`src/rtl/id_ex_reg_pkg.sv`:
```
// Shared decode/execute definitions for the PCPU pipeline: control-field
// widths, register-index width, datapath width and the NOP instruction word
// that fills empty pipeline slots.
package id_ex_reg_pkg;

  localparam int C_XLEN     = 32;
  localparam int C_RIDX_W   = 5;
  localparam int C_ALUOP_W  = 5;
  localparam int NPCOP_W    = 5;
  localparam int WDSEL_W    = 2;
  localparam int DMTYPE_W   = 3;

  // addi x0,x0,0
  localparam logic [31:0] C_NOP_INSTR = 32'h0000_0013;

  // Write-back source encodings carried in WDSel.
  typedef enum logic [WDSEL_W-1:0] {
    WD_ALU = 2'd0,
    WD_MEM = 2'd1,
    WD_PC4 = 2'd2
  } wdsel_e;

endpackage

```
`src/rtl/pipe_reg_en_clr.sv`:
```
// Generic pipeline register with synchronous reset, synchronous clear to a
// constant value, and an active-low load enable (en_n=1 holds).
// Priority on each edge: rst > clr > hold > load.
module pipe_reg_en_clr #(
  parameter int           W       = 8,
  parameter logic [W-1:0] RST_VAL = '0
) (
  input  logic         clk,
  input  logic         rst,
  input  logic         clr,
  input  logic         en_n,
  input  logic [W-1:0] d,
  output logic [W-1:0] q
);

  logic [W-1:0] r_q;

  // Reset/clear to the constant, otherwise hold or load.
  always_ff @(posedge clk) begin
    if (rst || clr) begin
      r_q <= RST_VAL;
    end else if (!en_n) begin
      r_q <= d;
    end
  end

  assign q = r_q;

endmodule

```
`src/rtl/id_ex_reg.sv`:
```
// ID/EX pipeline register. Captures operands, register indices and the
// decoded control bundle at the end of ID. Flush loads a bubble (valid=0,
// controls/indices/data zero, instr=NOP) and wins over stall. An invalid ID
// slot loads the same bubble contents except pc/instr pass through.
// RegWrite is masked when rd is x0 so x0 writes never reach write-back.
// Optional build macro ID_EX_PERF_EN adds saturating bubble/stall counters.
module id_ex_reg
  import id_ex_reg_pkg::*;
#(
  parameter int          XLEN      = C_XLEN,
  parameter int          RIDX_W    = C_RIDX_W,
  parameter int          ALUOP_W   = C_ALUOP_W,
  parameter logic [31:0] NOP_INSTR = C_NOP_INSTR
) (
  input  logic                clk,
  input  logic                rst,
  input  logic                stall_E,
  input  logic                flush_E,
  input  logic                valid_D,
  input  logic [XLEN-1:0]     pc_D,
  input  logic [31:0]         instr_D,
  input  logic [XLEN-1:0]     rd1_D,
  input  logic [XLEN-1:0]     rd2_D,
  input  logic [XLEN-1:0]     immout_D,
  input  logic [RIDX_W-1:0]   rs1_D,
  input  logic [RIDX_W-1:0]   rs2_D,
  input  logic [RIDX_W-1:0]   rd_D,
  input  logic                RegWrite_D,
  input  logic                MemWrite_D,
  input  logic                MemRead_D,
  input  logic                ALUSrc_D,
  input  logic [ALUOP_W-1:0]  ALUOp_D,
  input  logic [NPCOP_W-1:0]  NPCOp_D,
  input  logic [WDSEL_W-1:0]  WDSel_D,
  input  logic [DMTYPE_W-1:0] DMType_D,
  output logic                valid_E,
  output logic [XLEN-1:0]     pc_E,
  output logic [31:0]         instr_E,
  output logic [XLEN-1:0]     rd1_E,
  output logic [XLEN-1:0]     rd2_E,
  output logic [XLEN-1:0]     immout_E,
  output logic [RIDX_W-1:0]   rs1_E,
  output logic [RIDX_W-1:0]   rs2_E,
  output logic [RIDX_W-1:0]   rd_E,
  output logic                RegWrite_E,
  output logic                MemWrite_E,
  output logic                MemRead_E,
  output logic                ALUSrc_E,
  output logic [ALUOP_W-1:0]  ALUOp_E,
  output logic [NPCOP_W-1:0]  NPCOp_E,
  output logic [WDSEL_W-1:0]  WDSel_E,
  output logic [DMTYPE_W-1:0] DMType_E
`ifdef ID_EX_PERF_EN
  ,
  output logic [31:0]         bubble_cnt,
  output logic [31:0]         stall_cnt
`endif
);

  localparam int DATA_W = 4 * XLEN + 32;
  localparam int IDX_W  = 3 * RIDX_W;
  localparam int CTRL_W = 5 + ALUOP_W + NPCOP_W + WDSEL_W + DMTYPE_W;

  // Bubble contents for the data group: everything zero except the NOP word.
  localparam logic [DATA_W-1:0] DATA_RST = {{XLEN{1'b0}}, NOP_INSTR, {(3*XLEN){1'b0}}};

  logic [DATA_W-1:0] w_data_d, w_data_q;
  logic [IDX_W-1:0]  w_idx_d,  w_idx_q;
  logic [CTRL_W-1:0] w_ctrl_d, w_ctrl_q;
  logic              w_regwrite_m;

  // An invalid slot carries pc/instr for debug but nothing that could act.
  assign w_regwrite_m = RegWrite_D && (rd_D != '0);
  assign w_data_d = valid_D ? {pc_D, instr_D, rd1_D, rd2_D, immout_D}
                            : {pc_D, instr_D, {(3*XLEN){1'b0}}};
  assign w_idx_d  = valid_D ? {rs1_D, rs2_D, rd_D} : '0;
  assign w_ctrl_d = valid_D ? {1'b1, w_regwrite_m, MemWrite_D, MemRead_D, ALUSrc_D,
                               ALUOp_D, NPCOp_D, WDSel_D, DMType_D}
                            : '0;

  pipe_reg_en_clr #(.W(DATA_W), .RST_VAL(DATA_RST)) u_data (
    .clk (clk), .rst (rst), .clr (flush_E), .en_n (stall_E),
    .d   (w_data_d), .q (w_data_q)
  );

  pipe_reg_en_clr #(.W(IDX_W), .RST_VAL('0)) u_idx (
    .clk (clk), .rst (rst), .clr (flush_E), .en_n (stall_E),
    .d   (w_idx_d), .q (w_idx_q)
  );

  pipe_reg_en_clr #(.W(CTRL_W), .RST_VAL('0)) u_ctrl (
    .clk (clk), .rst (rst), .clr (flush_E), .en_n (stall_E),
    .d   (w_ctrl_d), .q (w_ctrl_q)
  );

  assign {pc_E, instr_E, rd1_E, rd2_E, immout_E} = w_data_q;
  assign {rs1_E, rs2_E, rd_E}                    = w_idx_q;
  assign {valid_E, RegWrite_E, MemWrite_E, MemRead_E, ALUSrc_E,
          ALUOp_E, NPCOp_E, WDSel_E, DMType_E}   = w_ctrl_q;

`ifdef ID_EX_PERF_EN
  logic [31:0] r_bubble_cnt;
  logic [31:0] r_stall_cnt;
  logic        w_bubble_inc;
  logic        w_stall_inc;

  assign w_bubble_inc = flush_E || (!stall_E && !valid_D);
  assign w_stall_inc  = stall_E && !flush_E;

  // Saturating counters of bubbles loaded and stall cycles held.
  always_ff @(posedge clk) begin
    if (rst) begin
      r_bubble_cnt <= '0;
      r_stall_cnt  <= '0;
    end else begin
      if (w_bubble_inc && (r_bubble_cnt != 32'hFFFF_FFFF)) r_bubble_cnt <= r_bubble_cnt + 32'd1;
      if (w_stall_inc  && (r_stall_cnt  != 32'hFFFF_FFFF)) r_stall_cnt  <= r_stall_cnt + 32'd1;
    end
  end

  assign bubble_cnt = r_bubble_cnt;
  assign stall_cnt  = r_stall_cnt;
`endif

endmodule

```
`config.mk`:
```
export PLATFORM = sky130hd
export DESIGN_NAME = id_ex_reg
export DESIGN_NICKNAME = d
export VERILOG_FILES = /design/src/rtl/id_ex_reg_pkg.sv /design/src/rtl/pipe_reg_en_clr.sv /design/src/rtl/id_ex_reg.sv
export SDC_FILE = /design/constraint.sdc
export NUM_CORES = 1
export LEC_CHECK = 0
export CAP_MARGIN = 20
export CORE_AREA = 4 4 152 154
export DETAILED_ROUTE_END_ITERATION = 12
export DIE_AREA = 0 0 156 158
export PLACE_DENSITY = 0.68
export SYNTH_ARGS = -nofsm -noshare
export SYNTH_HDL_FRONTEND = slang
export SYNTH_SLANG_ARGS = --single-unit
```
`constraint.sdc`:
```
create_clock -name clk -period 1.9 [get_ports clk]
set_input_delay 0.19 -clock clk [delete_from_list [all_inputs] [get_ports clk]]
set_output_delay 0.19 -clock clk [all_outputs]
set_load 0.02 [all_outputs]
```
=== Word level (Yosys, flattened, before mapping) ===
Cells that the tools add are included.

* Logic and storage cells: 9
* Flip-flop bits (word level): 195

* Mux-type cells: 3
* Reduce and logical (&&, ||, !) cells: 3

{| class="wikitable"
|+ Operators with widths
! cell !! number
|-
| $mux 96 || 1
|-
| $mux 20 || 1
|-
| $mux 15 || 1
|-
| $reduce_bool 5->1 || 1
|-
| $logic_and 1x1->1 || 1
|-
| $logic_or 1x1->1 || 1
|}

=== Longest topological paths before layout ===
Gate-level depths: netlist of the first run.

* Depth in word-level cells: 3
* Gate-level depth with buffers: 7
* Gate-level depth less buffers: 3

=== Modules after synthesis ===
Synthesis of the first run repeated with hierarchy kept, for this count alone.

* Cells, all modules: 778
* Area total of the unflattened synthesis: 7992.7 um2

{| class="wikitable"
|+ Modules (own cells, without submodules)
! module !! cells each !! area an instance (um2) !! instances
|-
| pipe_reg_en_clr at u_data || 518 || 5814.3 || 1
|-
| id_ex_reg || 145 || 890.9 || 1
|-
| pipe_reg_en_clr at u_ctrl || 65 || 729.4 || 1
|-
| pipe_reg_en_clr at u_idx || 50 || 558.0 || 1
|}

=== Worst setup path before layout of the first run ===
OpenSTA, ideal clock, no wires.

* Path type: in2reg
* Start: input rd_D[3]
* End: register u_ctrl.r_q[18], in the netlist u_ctrl.q[18]
* Required time: 1.779 ns
* Path buffers: 0
* Path slack: 0.860 ns
* Arrival: 0.920 ns
* Stages: 3
* Cells stage by stage: or4_1 > o2111ai_1 > nand2_1

* Longest elaborated chain between the ends: 3

{| class="wikitable"
|+ RTL lines
! element !! line !! RTL
|-
| start, declared || id_ex_reg.sv:27 || <nowiki>input logic [RIDX_W-1:0] rd_D,</nowiki>
|-
| $reduce_bool 5->1 || id_ex_reg.sv:73 || <nowiki>assign w_regwrite_m = RegWrite_D && (rd_D != '0);</nowiki>
|-
| $logic_and 1x1->1 || id_ex_reg.sv:73 ||
|-
| $mux 20 || id_ex_reg.sv:77 || <nowiki>assign w_ctrl_d = valid_D ? {1'b1, w_regwrite_m, MemWrite_D, MemRead_D, ALUSrc_D,</nowiki>
|-
| end signal, assigned || pipe_reg_en_clr.sv:21 || <nowiki>r_q <= RST_VAL;</nowiki>
|-
| end signal, assigned || pipe_reg_en_clr.sv:23 || <nowiki>r_q <= d;</nowiki>
|-
| end, declared || pipe_reg_en_clr.sv:16 || <nowiki>logic [W-1:0] r_q;</nowiki>
|}

No other way between the ends.
A chain may end at the register's enable or synchronous reset.

=== Worst setup path after layout of the first run ===
* Start: register u_data.r_q[13], in the netlist u_data.q[13]
* End: output immout_E[13]

{| class="wikitable"
|+ RTL lines
! element !! line !! RTL
|-
| start, declared || pipe_reg_en_clr.sv:16 ||
|-
| start signal, assigned || pipe_reg_en_clr.sv:21 ||
|-
| start signal, assigned || pipe_reg_en_clr.sv:23 ||
|-
| end, declared || id_ex_reg.sv:41 || <nowiki>output logic [XLEN-1:0] immout_E,</nowiki>
|}

No word-level cell between the ends.

==> results of run 1 <==
where the power goes:
part / internal (W) / switching, W / total, W / leakage (nW)
sequential: 0.00418 / 0.0000534 / 0.00424 / 1.58
combinational: 0.000727 / 0.000536 / 0.00126 / 2.44
clock: 0.00176 / 0.00171 / 0.00347 / 0.275
layout make-up:
class / count / area (um^2) / share of cell area
clock inverters: 12 / 115.1 / 0.009906
flip-flops and latches: 195 / 3904 / 0.3360
well taps: 280 / 350.3 / 0.03015
repair buffers: 412 / 4218 / 0.3630
clock buffers: 18 / 439.2 / 0.03779
multi-input cells: 395 / 2594 / 0.2232
per-layer routing:
| layer | global-route usage | part of all wire | vias to the layer above |
|---|---|---|---|
| li1 | - | - | 2993 |
| met1 | 0.2075 | 0.41 | 2853 |
| met2 | 0.2940 | 0.48 | 252 |
| met3 | 0.06780 | 0.096 | 19 |
| met4 | 0.05419 | 0.018 | 0 |
| met5 | 0 | 0 | - |
how the worst min path moves through the flow:
stage                       startpoint       endpoint  slack, ns  cells past startpoint
after floorplan             instr_D[4]  u_data.q[100]       0.31                      2
after global placement    u_data.q[96]   u_data.q[96]       0.46                      2
after detailed placement  u_data.q[97]   u_data.q[97]       0.46                      2
after CTS                   RegWrite_D   u_ctrl.q[18]       0.30                      3
after global routing        RegWrite_D   u_ctrl.q[18]       0.32                      3
final                       RegWrite_D   u_ctrl.q[18]       0.33                      3
sequential cells by signal, indices dropped and copies added, names as in the netlist:
name      cells
u_ctrl.q     20
u_idx.q      15
u_data.q    160
cell families after synthesis:
logic type             synth area share
AND/OR/NAND/NOR                  0.1115
flip-flops                       0.5703
AO/OA/AOI/OAI                    0.1727
multiplexers                    0.09358
buffers and inverters           0.05191
cell usage in the layout (no fill, tap or decap), types with 2 or more instances in the layout:
cell / count
nor2_1: 192
clkdlybuf4s50_1: 392
clkinv_4: 5
inv_8: 4
a22oi_1: 89
buf_4: 8
inv_6: 3
nand2_1: 4
clkbuf_8: 2
mux2i_1: 64
clkbuf_16: 17
buf_12: 11
dfxtp_1: 195
a22oi_2: 40
through the flow:
step,cells,hold slack [ns],total power [W]
6_report,1312,0.3282,0.008968
5_1_grt,1312,0.3187,0.009338
3_5_place_dp,1282,0.4588,0.005608
3_3_place_gp,1282,0.4562,0.005599
2_1_floorplan,648,0.3143,0.004872
4_1_cts,1312,0.3038,0.009088
==> qor.csv, run 1 <==
metric,value,unit
status,finished clean,
cts_root_buf,clkbuf_16,
pre_cts_ws,0.3080,ns
initialDrtViolationCount,359,
cts_buffer_depth,2,
nNetsFinal,1220,
post-route-period-util,0.8876,
cts_buffers,17,
rr_worst_depth,2,
gp_congestion,0.7829,
yosys_warnings,0,
crit_slowest_cell,clkdlybuf4s50_1,
cap_viol_max_count,0,
critPathCapture,immout_E[13],
drive_gt1_frac,0.08915,
placed_cell_area,11070,um^2
required,1.71,ns
p_leak,4.300,nW
worstPathArrival,1.50,ns
nFillCells,1966,
synth_ff_type,dfxtp_1,
max-slew-margin-rel,0.6759,
clk_pin_slew,0.07,ns
fin_crit,1.686,ns
antenna_cells,0,
insertion_delay,0.42,ns
drt_wl_total,22780,um
tns,0,ns
worstMarginPinSlew,0.4862,ns
synth_top_area_frac,0.5703,
cpPeakStageDelay,0.65,ns
synth_seq_cells,195,
path_class,register to primary output,
synth_edf_count,0,
rr_endpoint,u_data.q[13],
timing.rr.start,u_data.q[13],
area_growth_syn_to_layout,69.75,%
rsz0062_at_grt,false,
drv_slew,0,
crit_start,u_data.q[13],
yosys.area.top_type,dfxtp_1,
crit_family,buffers and inverters,
ys_top_cells_by_count,"dfxtp_1 (195), nor2_1 (192), a22oi_1 (89), mux2i_1 (64), a22oi_2 (40)",
path_cells,clkdlybuf4s50_1,
ant_nets,0,
vias,6117,
hold_path.class,primary input to register,
portBuffers,393,
htree_levels,4,
start_util,0.3156,
viasPerCell,4.662,
grt_max_degree,90,
cp_num_buf_inv,1,
yosysSeqAreaShare,0.5703,
overflow,0,
num_rows,54,
grt_pass1_wl,34140,um
ir_worst_vdd,0.5479,mV
end_kind,primary output,
cts_tree,yes,
post_cts_resized,0,
drc_errors,0,
skew,0,ns
core,21690,um^2
cts_setup_buffers,0,
die_area,24650,um^2
async_reset_ff_frac,0,
ys_top_cells_by_area,"dfxtp_1 (57%), nor2_1 (11%), a22oi_1 (9.8%)",
synth_cells,648,
path_depth,1,
cts_hold_buf,0,
hold_viol_final,0,
timing.final.ws_setup,0.2136,ns
powerDensity,771.7,nW/um^2
wire_per_inst,17.37,um
die_h,158,um
cp_max_fo,2,
netlist_area,6845,um^2
die_w,156,um
grt_pass1_vias,6153,
clock_sinks,195,
yosysMostFrequentCell,dfxtp_1,
setup_violations,0,
fmax,593.0,MHz
ff2ff_setup_slack,1.19,ns
start_kind,register,
io-pin-count,394,
grt_use_total,0.1751,
grt_antenna_before_repair,0,
syn-num-nets,847,
dp_hpwl,16850,um
syn_area_per_cell,10.56,um^2
synth_cell_types,16,
drtPass1Iterations,4,
final_area,11620,um^2
final_util,0.5358,
Power figures use the tool's default switching activity.
==> run 2, diff against run 1 <==
--- a/config.mk
+++ b/config.mk
@@ -9,6 +9,7 @@
 export CORE_AREA = 4 4 152 154
 export DETAILED_ROUTE_END_ITERATION = 12
 export DIE_AREA = 0 0 156 158
+export GPL_ROUTABILITY_DRIVEN = 1
 export PLACE_DENSITY = 0.68
 export SYNTH_ARGS = -nofsm -noshare
 export SYNTH_HDL_FRONTEND = slang
==> results of run 2 <==
No change in the layout: final DEF, timing and power equal those of run 1.
==> run 3, diff against run 2 <==
--- a/config.mk
+++ b/config.mk
@@ -11,6 +11,9 @@
 export DIE_AREA = 0 0 156 158
 export GPL_ROUTABILITY_DRIVEN = 1
 export PLACE_DENSITY = 0.68
+export RECOVER_POWER = 100
+export SETUP_SLACK_MARGIN = 0.4
+export SLEW_MARGIN = 30
 export SYNTH_ARGS = -nofsm -noshare
 export SYNTH_HDL_FRONTEND = slang
 export SYNTH_SLANG_ARGS = --single-unit
==> qor.csv, run 3 (synthesis results as in run 1) <==
metric,value,unit,change
status,finished clean,,
grt_pass1_vias,6152,,-0.016%
start_util,0.3156,,unchanged
finalPower,0.008864,W,-1.2%
p_leak,5.145,nW,+20%
required,2.25,ns,+0.54 ns
drtPass1Iterations,4,,unchanged
nNetsFinal,1220,,unchanged
io-pin-count,394,,unchanged
core,21690,um^2,unchanged
tns,0,ns,unchanged
antenna_cells,0,,unchanged
skew,0,ns,unchanged
path_class,primary input to register,,
setup_violations,0,,unchanged
largest_register_ffs,160,,unchanged
grt_pass1_wl,34100,um,-0.12%
grt_max_degree,90,,unchanged
fmax,620.7,MHz,+4.7%
insertion_delay,0.42,ns,about the same
vias,6102,,-0.25%
grt_antenna_before_repair,0,,unchanged
start_kind,primary input,,
hold_viol_final,0,,unchanged
fin_crit,1.611,ns,-0.07517 ns
timing.final.ws_setup,0.2888,ns,+0.07517 ns
wire_per_inst,17.33,um,-0.22%
ff2ff_setup_slack,1.19,ns,about the same
cts_buffer_depth,2,,unchanged
cap_viol_max_count,0,,unchanged
cts_root_buf,clkbuf_16,,
hold_path.class,primary input to register,,
ant_nets,0,,unchanged
ir_worst_vdd,0.5480,mV,about the same
drv_slew,0,,unchanged
cts_tree,yes,,
viasPerCell,4.651,,-0.25%
gp_congestion,0.7829,,unchanged
worstMarginPinSlew,0.6833,ns,+0.1971 ns
htree_levels,4,,unchanged
cts_setup_buffers,0,,unchanged
final_area,11340,um^2,-2.4%
die_area,24650,um^2,unchanged
cp_max_fo,23,,+21
drc_errors,0,,unchanged
max-slew-margin-rel,0.5445,,-0.1314
worstPathArrival,1.97,ns,+0.47 ns
die_w,156,um,unchanged
powerDensity,782.0,nW/um^2,+1.3%
cts_buffers,17,,unchanged
overflow,0,,unchanged
grt_use_total,0.1749,,about the same
whs,0.3318,ns,+0.003686 ns
post-route-period-util,0.8480,,-0.03956
dp_hpwl,16850,um,unchanged
end_kind,register,,
clk_pin_slew,0.08,ns,about the same
portBuffers,393,,unchanged
area_growth_syn_to_layout,65.60,%,
rsz0062_at_grt,false,,
clock_sinks,195,,unchanged
num_rows,54,,unchanged
placed_cell_area,11070,um^2,unchanged
drive_gt1_frac,0.08624,,-0.002907
pre_cts_ws,0.3080,ns,unchanged
initialDrtViolationCount,325,,-9.5%
die_h,158,um,unchanged
final_cell_mix,"dlygate4sd2_1 (195), dfxtp_1 (195), clkdlybuf4s50_1 (194)",,
drt_wl_total,22730,um,-0.22%
-- run 3: what timing repair did --
item | CTS | global route
gates resized for setup | 195 | 0
setup endpoints to repair | 195 | 0
hold buffers | 0 | 0
-- run 3: critical path, cell delays in order --
cell,delay (ns)
dlygate4sd3_1,0.53
nor2b_4,0.17
buf_12,0.21
clkbuf_1,0.55
a22oi_1,0.17
nor2_1,0.13
-- run 3: where the power goes --
group	internal [W]	switching [W]	leakage, nW
Sequential	0.00418	0.0000493	1.58
Clock	0.00176	0.00169	0.275
Combinational	0.000647	0.000534	3.29
-- run 3: area by class of cell --
cell class	count	area, um^2
multi-input combinational	395	2591
timing repair buffer	412	3936
sequential	195	3904
fill	2064	10350
tap	280	350.3
clock inverter	12	115.1
clock buffer	18	439.2
-- run 3: routing by layer --
| layer | wire length (um) | part of all wire | track usage |
|---|---|---|---|
| met1 | 9222 | 0.41 | 0.2067 |
| met3 | 2159 | 0.095 | 0.06780 |
| met2 | 10980 | 0.48 | 0.2934 |
| met5 | 0 | 0 | 0 |
| met4 | 375 | 0.016 | 0.05627 |
-- run 3: worst paths after layout --
| check | from | endpoint | cells past startpoint |
|---|---|---|---|
| max reg2reg | u_data.q[13] | u_data.q[13] | 2 |
| min reg2reg | u_data.q[96] | u_data.q[96] | 2 |
| min | RegWrite_D | u_ctrl.q[18] | 3 |
| max | valid_D | u_data.q[56] | 6 |
-- run 3: through the flow --
| stage | utilization | cells |
|---|---|---|
| final | 0.5227 | 1312 |
| after detailed placement | 0.5102 | 1282 |
| after CTS | 0.5245 | 1312 |
| after global routing | 0.5227 | 1312 |
| after global placement | 0.5102 | 1282 |
| after floorplan | - | 648 |
